--- src/rtl/if_fetch.sv ---
// Instruction fetch: credit-limited request issue, in-order response buffer and jump/stall handling.
// Responses to requests made before a jump are counted off by a drop counter instead of being flushed on the bus.
module if_fetch #(
  parameter logic [31:0] RESET_PC = 32'h0000_0000,
  parameter int          DEPTH    = 2
) (
  input  logic        clk,
  input  logic        rst,
  input  logic        jump_flag_i,
  input  logic [31:0] jump_addr_i,
  input  logic [2:0]  hold_flag_i,
  output logic        req_valid_o,
  output logic [31:0] req_addr_o,
  input  logic        req_ready_i,
  input  logic        rsp_valid_i,
  input  logic [31:0] rsp_data_i,
  output logic [31:0] inst_o,
  output logic [31:0] inst_addr_o,
  output logic        inst_valid_o
);

  localparam int PW = $clog2(DEPTH);
  localparam int CW = PW + 1;
  localparam logic [CW-1:0] DEPTH_C = CW'(DEPTH);

  logic [31:0]   pc;
  logic          run;
  logic [CW-1:0] outstanding;
  logic [CW-1:0] drop;
  logic [CW-1:0] count;
  logic [PW-1:0] wr_ptr;
  logic [PW-1:0] rd_ptr;
  logic [PW-1:0] aq_wr;
  logic [PW-1:0] aq_rd;
  logic [31:0]   aq_mem   [DEPTH];
  logic [31:0]   buf_addr [DEPTH];
  logic [31:0]   buf_data [DEPTH];

  logic [CW:0]   in_use;
  logic          credit_ok;
  logic          issue;
  logic          rsp_take;
  logic          push;
  logic          pop;

  // Handshake: a request transfers on any rising edge where req_valid_o && req_ready_i;
  // the bus returns exactly one rsp_valid_i pulse per transferred request, in order.
  assign in_use      = {1'b0, outstanding} + {1'b0, count};
  assign credit_ok   = in_use < {1'b0, DEPTH_C};
  assign req_valid_o = run && credit_ok && (hold_flag_i == 3'd0) && !jump_flag_i;
  assign req_addr_o  = pc;
  assign issue       = req_valid_o && req_ready_i;

  assign rsp_take = rsp_valid_i && (outstanding != '0);
  assign push     = rsp_take && (drop == '0) && !jump_flag_i;
  assign pop      = (count != '0) && (hold_flag_i < 3'd2) && !jump_flag_i;

  assign inst_valid_o = (count != '0);
  assign inst_o       = inst_valid_o ? buf_data[rd_ptr] : 32'h0000_0001;
  assign inst_addr_o  = inst_valid_o ? buf_addr[rd_ptr] : 32'h0000_0000;

  always_ff @(posedge clk or negedge rst) begin
    if (!rst) begin
      pc          <= RESET_PC;
      run         <= 1'b0;
      outstanding <= '0;
      drop        <= '0;
      count       <= '0;
      wr_ptr      <= '0;
      rd_ptr      <= '0;
      aq_wr       <= '0;
      aq_rd       <= '0;
    end else begin
      run <= 1'b1;
      if (issue)    aq_wr <= aq_wr + 1'b1;
      if (rsp_take) aq_rd <= aq_rd + 1'b1;
      if (issue && !rsp_take)      outstanding <= outstanding + 1'b1;
      else if (!issue && rsp_take) outstanding <= outstanding - 1'b1;

      // Everything still in flight after this edge belongs to the old stream.
      if (jump_flag_i) begin
        pc     <= jump_addr_i;
        drop   <= outstanding - {{(CW-1){1'b0}}, rsp_take};
        count  <= '0;
        wr_ptr <= '0;
        rd_ptr <= '0;
      end else begin
        if (issue) pc <= pc + 32'd4;
        if (rsp_take && (drop != '0)) drop <= drop - 1'b1;
        if (push) wr_ptr <= wr_ptr + 1'b1;
        if (pop)  rd_ptr <= rd_ptr + 1'b1;
        if (push && !pop)      count <= count + 1'b1;
        else if (pop && !push) count <= count - 1'b1;
      end
    end
  end

  always_ff @(posedge clk) begin
    if (issue) aq_mem[aq_wr] <= pc;
    if (push) begin
      buf_addr[wr_ptr] <= aq_mem[aq_rd];
      buf_data[wr_ptr] <= rsp_data_i;
    end
  end

endmodule

--- config.mk ---
export PLATFORM = sky130hd
export DESIGN_NAME = if_fetch
export DESIGN_NICKNAME = d
export VERILOG_FILES = /design/src/rtl/if_fetch.sv
export SDC_FILE = /design/constraint.sdc
export NUM_CORES = 1
export LEC_CHECK = 0
export CELL_PAD_IN_SITES_DETAIL_PLACEMENT = 1
export CELL_PAD_IN_SITES_GLOBAL_PLACEMENT = 1
export CORE_MARGIN = 1.5
export CORE_UTILIZATION = 48
export CTS_BUF_LIST = sky130_fd_sc_hd__clkbuf_2
export DETAILED_ROUTE_END_ITERATION = 16
export GPL_ROUTABILITY_DRIVEN = 0
export HOLD_SLACK_MARGIN = 0.05
export PLACE_DENSITY_LB_ADDON = 0.3
export REMOVE_ABC_BUFFERS = 1
export SYNTH_ARGS = -nofsm -noshare
export SYNTH_HDL_FRONTEND = slang
export SYNTH_SLANG_ARGS = --single-unit
--- constraint.sdc ---
create_clock -name clk -period 9.8 [get_ports clk]
set_input_delay 2.94 -clock clk [delete_from_list [all_inputs] [get_ports clk]]
set_output_delay 2.94 -clock clk [all_outputs]
set_load 0.05 [all_outputs]
==> flow_metrics.py, run 1 <==
metrics = {
    "clock_network": {
        "clk_latency_ps": 840,
        "cts_root_buf": "clkbuf_2",
        "post_cts_buffers": 0,
        "cts.path.max_buffers": 3,
        "cts_sinks": 235,
        "cts_tree": "yes",
        "cts_resized": 0,
        "cts_made_buffers": 58,
        "clk_pin_slew_ps": 90,
        "cts_max_level": 2,
        "hold_buffers": 0,
    },
    "die": {
        "start_util_pct": 49.5,
        "design.core.area_mm2": 0.0197,
        "io_pins": 170,
        "rows": 51,
        "dieArea_mm2": 0.0211,
        "fp.dieW_um": 145,
        "die_h_um": 145,
    },
    "global_route": {
        "grt_antenna_before_repair": 0,
        "grt_pass1_vias": 6976,
        "grt_overflow_total": 0,
        "grt_pass1_wl_um": 36500,
        "grt_max_degree": 67,
        "grt_usage_pct": 21.9,
    },
    "logic_synthesis": {
        "synthCells": 665,
        "yosysTopAreaCell": "edfxtp_1",
        "synth_common_cells": "edfxtp_1 (192), nor2_1 (83), mux2i_1 (68)",
        "synth_edf_count": 192,
        "synth.cell_area_mm2": 0.00973,
        "synth_flop_cell": "edfxtp_1",
        "synth_most_common_cell": "edfxtp_1",
        "yosysWarnings": 0,
        "avgSynthCellArea_um2": 14.6,
        "synth-seq-cells": 235,
        "yosysUniqueCellTypes": 60,
        "synth_top_area_share_pct": 59.3,
        "synthTopCellsByArea": "edfxtp_1 (59%), dfrtp_1 (11%), mux2i_1 (7.0%), mux2_2 (3.9%), nor2_1 (3.2%)",
        "async_flop_share_pct": 18.3,
        "synth.yosys.seq_area_share_pct": 70.3,
    },
    "sta": {
        "rsz0062_at_grt": "false",
        "tightest_slew_ps": 1220,
        "post-route-period-util_pct": 77.6,
        "setup_viol": 0,
        "fin_worst_skew_ps": 66.5,
        "fmax_mhz": 131,
        "layout_min_cycle_time_ps": 7610,
        "hold_viol_final": 0,
        "relSlewSlack_pct": 18.8,
        "setup_tns_ps": 0,
        "drv_slew": 0,
    },
    "worst_setup_path": {
        "start_kind": "primary input",
        "crit_type": "primary input to output port",
        "worst-path-max-fanout": 6,
        "crit_arrival_ps": 4670,
        "ff2ff_path_depth": 7,
        "cp-end-kind": "output port",
        "crit_required_ps": 6860,
    },
    "detailed_routing": {
        "drtIter0Drc": 291,
        "dr.max_layer_used": "met4",
        "wl_met3_um": 1180,
        "viasPerCell": 5.37,
        "drc": 0,
        "first_pass_iters": 4,
        "wl_met1_um": 9440,
        "wire_per_inst_um": 19.4,
        "via_count": 6354,
        "drt_wl_total_um": 22900,
        "wl_met2_um": 11900,
        "ant_nets": 0,
    },
    "final_layout": {
        "drive_gt1_share_pct": 17.5,
        "layout.cells.non_filler": 1183,
        "antenna_cells": 0,
        "fin_util_pct": 62.2,
        "nets": 945,
        "syn2layout_area_growth_pct": 25.7,
        "design_area_mm2": 0.0122,
        "num-fill-cells": 1987,
    },
    "place": {
        "dp_cells": 1073,
        "dp_hpwl_um": 14500,
        "place_area_mm2": 0.0117,
        "numPortBuffers": 169,
    },
    "power": {
        "ir_worst_vdd_uv": 77.2,
        "power_density_mw_per_mm2": 197,
        "p_leak_uw": 0.00432,
    },
    "min_path": {
        "hp-class": "flip-flop to flip-flop",
        "hold_depth": 0,
    },
    "run": {
        "maxCapViolations": 0,
    },
    "status": {
        "status": "complete, no violations",
    },
}
## power by group
group / switching (uW) / internal, uW / total (uW)
logic: 331 / 209 / 540
registers: 63.9 / 1160 / 1220
clock network: 378 / 263 / 641
## cells by family after synthesis
group           count (synthesis)  share of synthesized area [%]
buf+inv                        44                           1.90
mux                           103                           11.0
compound gates                 63                           4.44
other cells                     1                         0.0385
flops                         235                           70.3
xor+xnor                       13                           1.17
fa+ha+maj                       5                          0.720
simple gates                  201                           10.4
## worst paths after layout
| check | startpoint | to | slack, ps |
|---|---|---|---|
| worst max-delay path | hold_flag_i[1] | req_valid_o | 2190 |
| worst min-delay path | req_addr_o[1] | aq_mem[0][1] | 510 |
| worst max register to register | count[0] | req_addr_o[4] | 6730 |
| worst min register to register | req_addr_o[1] | aq_mem[0][1] | 510 |
| max in group asynchronous | rst | rd_ptr | 6690 |
| min in group asynchronous | rst | req_addr_o[12] | 2310 |
## placed cells by master, fill, tap and decap left out, types with 3 or more instances in the layout
master / n
o311ai_1: 6
a41oi_1: 3
a21oi_1: 8
nand4_1: 18
a21o_1: 4
or3_1: 3
buf_4: 6
xnor2_1: 6
nor2_1: 80
o21ai_1: 8
nand2_1: 41
and3_1: 5
ha_1: 4
o211ai_1: 6
xor2_1: 7
nor3_1: 4
nand2b_1: 3
clkbuf_2: 98
o21ai_0: 11
clkdlybuf4s50_1: 167
dfrtp_1: 42
inv_1: 10
edfxtp_1: 192
nand3_1: 17
nor3b_1: 3
and4_1: 5
clkinv_1: 9
mux2i_1: 68
mux2_2: 34
nor2_4: 3
## state kept, by name (all words and copies together) (netlist names)
signal       cells
rd_ptr           1
wr_ptr           1
run              1
buf_data        64
count            2
aq_wr            1
aq_mem          64
req_addr_o      32
aq_rd            1
drop             2
buf_addr        64
outstanding      2
## stage by stage
step | power (uW) | hold slack (ps) | worst slack, ps
finish | 2410 | 506 | 2190
global placement | 1760 | 479 | 2230
CTS | 2430 | 505 | 2190
global route | 2510 | 531 | 2100
detailed placement | 1790 | 482 | 2210
floorplan | 1580 | 515 | 1240
## area by class of cell
type / count / area, um^2 / share of cell area [%]
sequential: 235 / 6850 / 56.0
multi-input combinational: 386 / 2740 / 22.4
timing repair buffer: 175 / 1730 / 14.1
clock buffer: 98 / 490 / 4.01
tap: 265 / 332 / 2.71
clock inverter: 12 / 56.3 / 0.460
inverter: 12 / 45.0 / 0.368
## critical path, stage by stage
cell	delay [ps]
clkdlybuf4s50_1	410
nor2_1	300
and3_1	210
clkdlybuf4s50_1	790
## metal layers
layer,vias to the layer above,track usage (%)
li1,2952,-
met1,3160,26.8
met2,201,38.7
met3,41,4.04
met4,0,8.06
met5,-,0
Power figures use the tool's default switching activity.
==> run 2: changes to the inputs <==
Settings changed: CORE_UTILIZATION 48 to 41.
Clock period 9.8 ns to 6.2 ns, I/O delays scaled along.
==> run 2 against run 1 <==
Compared with the run above:
- non-clock buffer count increased by 3
- sequential power rose by 59%
- via count down 0.90%
- highest routed layer unchanged
- combinational power rose by 57%
- first-iteration DRC count up 5.5%
- final area is 0.84% higher
- worst hold slack better by 14 ps
- critical path depth is the same
- die area up 17%
- clock skew is 19 ps lower
- largest cell class unchanged
- setup slack worse by 1500 ps
- count of clock-buffer cells in the layout down 11
==> flow_metrics.py, run 2 (same netlist as run 1, synthesis figures left out) <==
metrics = {
    "power": {
        "pwr-share-seq_pct": 51.0,
        "p_sw_uw": 1230,
        "comb_power_share_pct": 22.2,
        "power_density_mw_per_mm2": 309,
        "p_sw_share_pct": 32.2,
        "p_leak_uw": 0.00432,
        "internal_power_uw": 2590,
        "clkPwrFrac_pct": 26.8,
        "ir_worst_vdd_uv": 107,
    },
    "global_route": {
        "grt_usage_pct": 19.2,
        "grt_antenna_before_repair": 1,
        "grt_overflow_total": 0,
        "grt_pass1_vias": 6913,
        "grt_max_degree": 65,
        "grt_pass1_wl_um": 36200,
    },
    "worst_setup_path": {
        "crit_arrival_ps": 3600,
        "crit_required_ps": 4340,
        "slowest_delay_ps": 800,
        "crit_type": "primary input to output port",
        "r2r_end": "req_addr_o[21]",
        "worst-path-max-fanout": 6,
        "start_kind": "primary input",
        "cp-end-kind": "output port",
        "crit_top_cell": "clkdlybuf4s50_1",
        "rrSetupSlack_ps": 3020,
        "critical_path.startpoint": "hold_flag_i[1]",
        "ff2ff_path_depth": 7,
        "path_cells": "clkdlybuf4s50_1, nor2_1, and3_1, clkdlybuf4s50_1",
        "r2r-start": "outstanding[0]",
        "crit_end": "req_valid_o",
        "slowest_stage": "clkdlybuf4s50_1",
    },
    "detailed_routing": {
        "first_pass_iters": 4,
        "wire_per_inst_um": 18.9,
        "via_count": 6297,
        "drt_wl_total_um": 23400,
        "drc": 0,
        "ant_nets": 0,
        "viasPerCell": 5.09,
        "drtIter0Drc": 307,
    },
    "clock_network": {
        "cts_resized": 0,
        "clk_pin_slew_ps": 110,
        "cts_root_buf": "clkbuf_2",
        "post_cts_buffers": 0,
        "cts_tree": "yes",
        "cts_sinks": 235,
        "hold_buffers": 0,
        "cts_made_buffers": 57,
        "cts.path.max_buffers": 3,
        "cts_max_level": 2,
        "clk_latency_ps": 820,
    },
    "status": {
        "status": "complete, no violations",
    },
    "die": {
        "start_util_pct": 41.6,
        "rows": 56,
        "design.core.area_mm2": 0.0234,
        "io_pins": 170,
        "fp.dieW_um": 157,
        "die_h_um": 157,
        "dieArea_mm2": 0.0247,
    },
    "sta": {
        "hold_viol_final": 0,
        "setup_tns_ps": 0,
        "fin_worst_skew_ps": 48.0,
        "drv_slew": 0,
        "tightest_slew_ps": 1270,
        "layout_min_cycle_time_ps": 5460,
        "rsz0062_at_grt": "false",
        "post-route-period-util_pct": 88.1,
        "fmax_mhz": 183,
        "setup_viol": 0,
        "relSlewSlack_pct": 15.0,
    },
    "final_layout": {
        "nets": 947,
        "final_common_cell": "edfxtp_1",
        "num-fill-cells": 2431,
        "syn2layout_area_growth_pct": 26.8,
        "top_regs": "aq_mem (64), buf_addr (64), buf_data (64)",
        "final_cell_mix": "edfxtp_1 (192), clkdlybuf4s50_1 (167), clkbuf_2 (87), nor2_1 (80), mux2i_1 (68)",
        "drive_gt1_share_pct": 16.9,
        "layout.cells.non_filler": 1238,
    },
    "min_path": {
        "hp-class": "flip-flop to flip-flop",
    },
    "place": {
        "dp_hpwl_um": 15000,
        "numPortBuffers": 169,
        "dp_cells": 1130,
    },
    "run": {
        "maxCapViolations": 0,
    },
}
## run 2: cell count changes in the layout (fill, tap and decap cells not counted)
cell and delta:
clkinv_4 -2, clkinvlp_4 +1, clkinv_1 +6, clkinv_2 +2, clkbuf_2 -11, bufinv_16 +1
diode_2 +1, buf_4 +2, buf_12 +1
## run 2: per-stage QoR
step | util, % | worst slack [ps] | hold WS [ps] | cell area, um^2 | power [uW]
2_1_floorplan | - | -1280 | 515 | 9590 | 2500
3_3_place_gp | 50.4 | 801 | 503 | 11800 | 2800
3_5_place_dp | 50.4 | 744 | 505 | 11800 | 2840
4_1_cts | 52.7 | 725 | 507 | 12300 | 3870
5_1_grt | 52.7 | 649 | 549 | 12300 | 4010
6_report | 52.7 | 736 | 520 | 12300 | 3810
## run 2: metal layers
| layer | routed length (um) | up-vias | GRT usage, % |
|---|---|---|---|
| met1 | 9500 | 3085 | 22.0 |
| met5 | 0 | - | 0 |
| met4 | 547 | 0 | 6.92 |
| li1 | - | 2955 | - |
| met2 | 11800 | 207 | 34.3 |
| met3 | 1520 | 50 | 5.20 |
## run 2: critical path: cells and delay by family
family,cells,cell delay (ps)
buf+inv,2,1210
simple gates,2,520
## run 2: final cells by class
type                       count  area (um^2)  area share (%)
clock inverter                20          109           0.883
antenna                        1         2.50          0.0203
sequential                   235         6850            55.5
multi-input combinational    386         2740            22.2
tap                          319          399            3.24
clock buffer                  87          435            3.53
timing repair buffer         178         1760            14.3
inverter                      12         45.0           0.365
## run 2: power by group through the flow
stage	sequential [uW]	combinational (uW)	clock [uW]
after floorplan	2030	468	0
after global placement	1970	828	0
after detailed placement	1980	856	0
after CTS	1950	861	1070
after global routing	1960	906	1150
final	1940	848	1020
## run 2: worst min-delay path by stage
stage | depth (start not counted) | from | to | slack, ps
after floorplan | 1 | outstanding[0] | outstanding[0] | 510
after global placement | 0 | req_addr_o[0] | aq_mem[0][0] | 500
after detailed placement | 0 | req_addr_o[0] | aq_mem[1][0] | 510
after CTS | 1 | aq_mem[1][10] | buf_addr[0][10] | 510
after global routing | 1 | aq_mem[1][10] | buf_addr[0][10] | 550
final | 0 | req_addr_o[0] | aq_mem[1][0] | 520
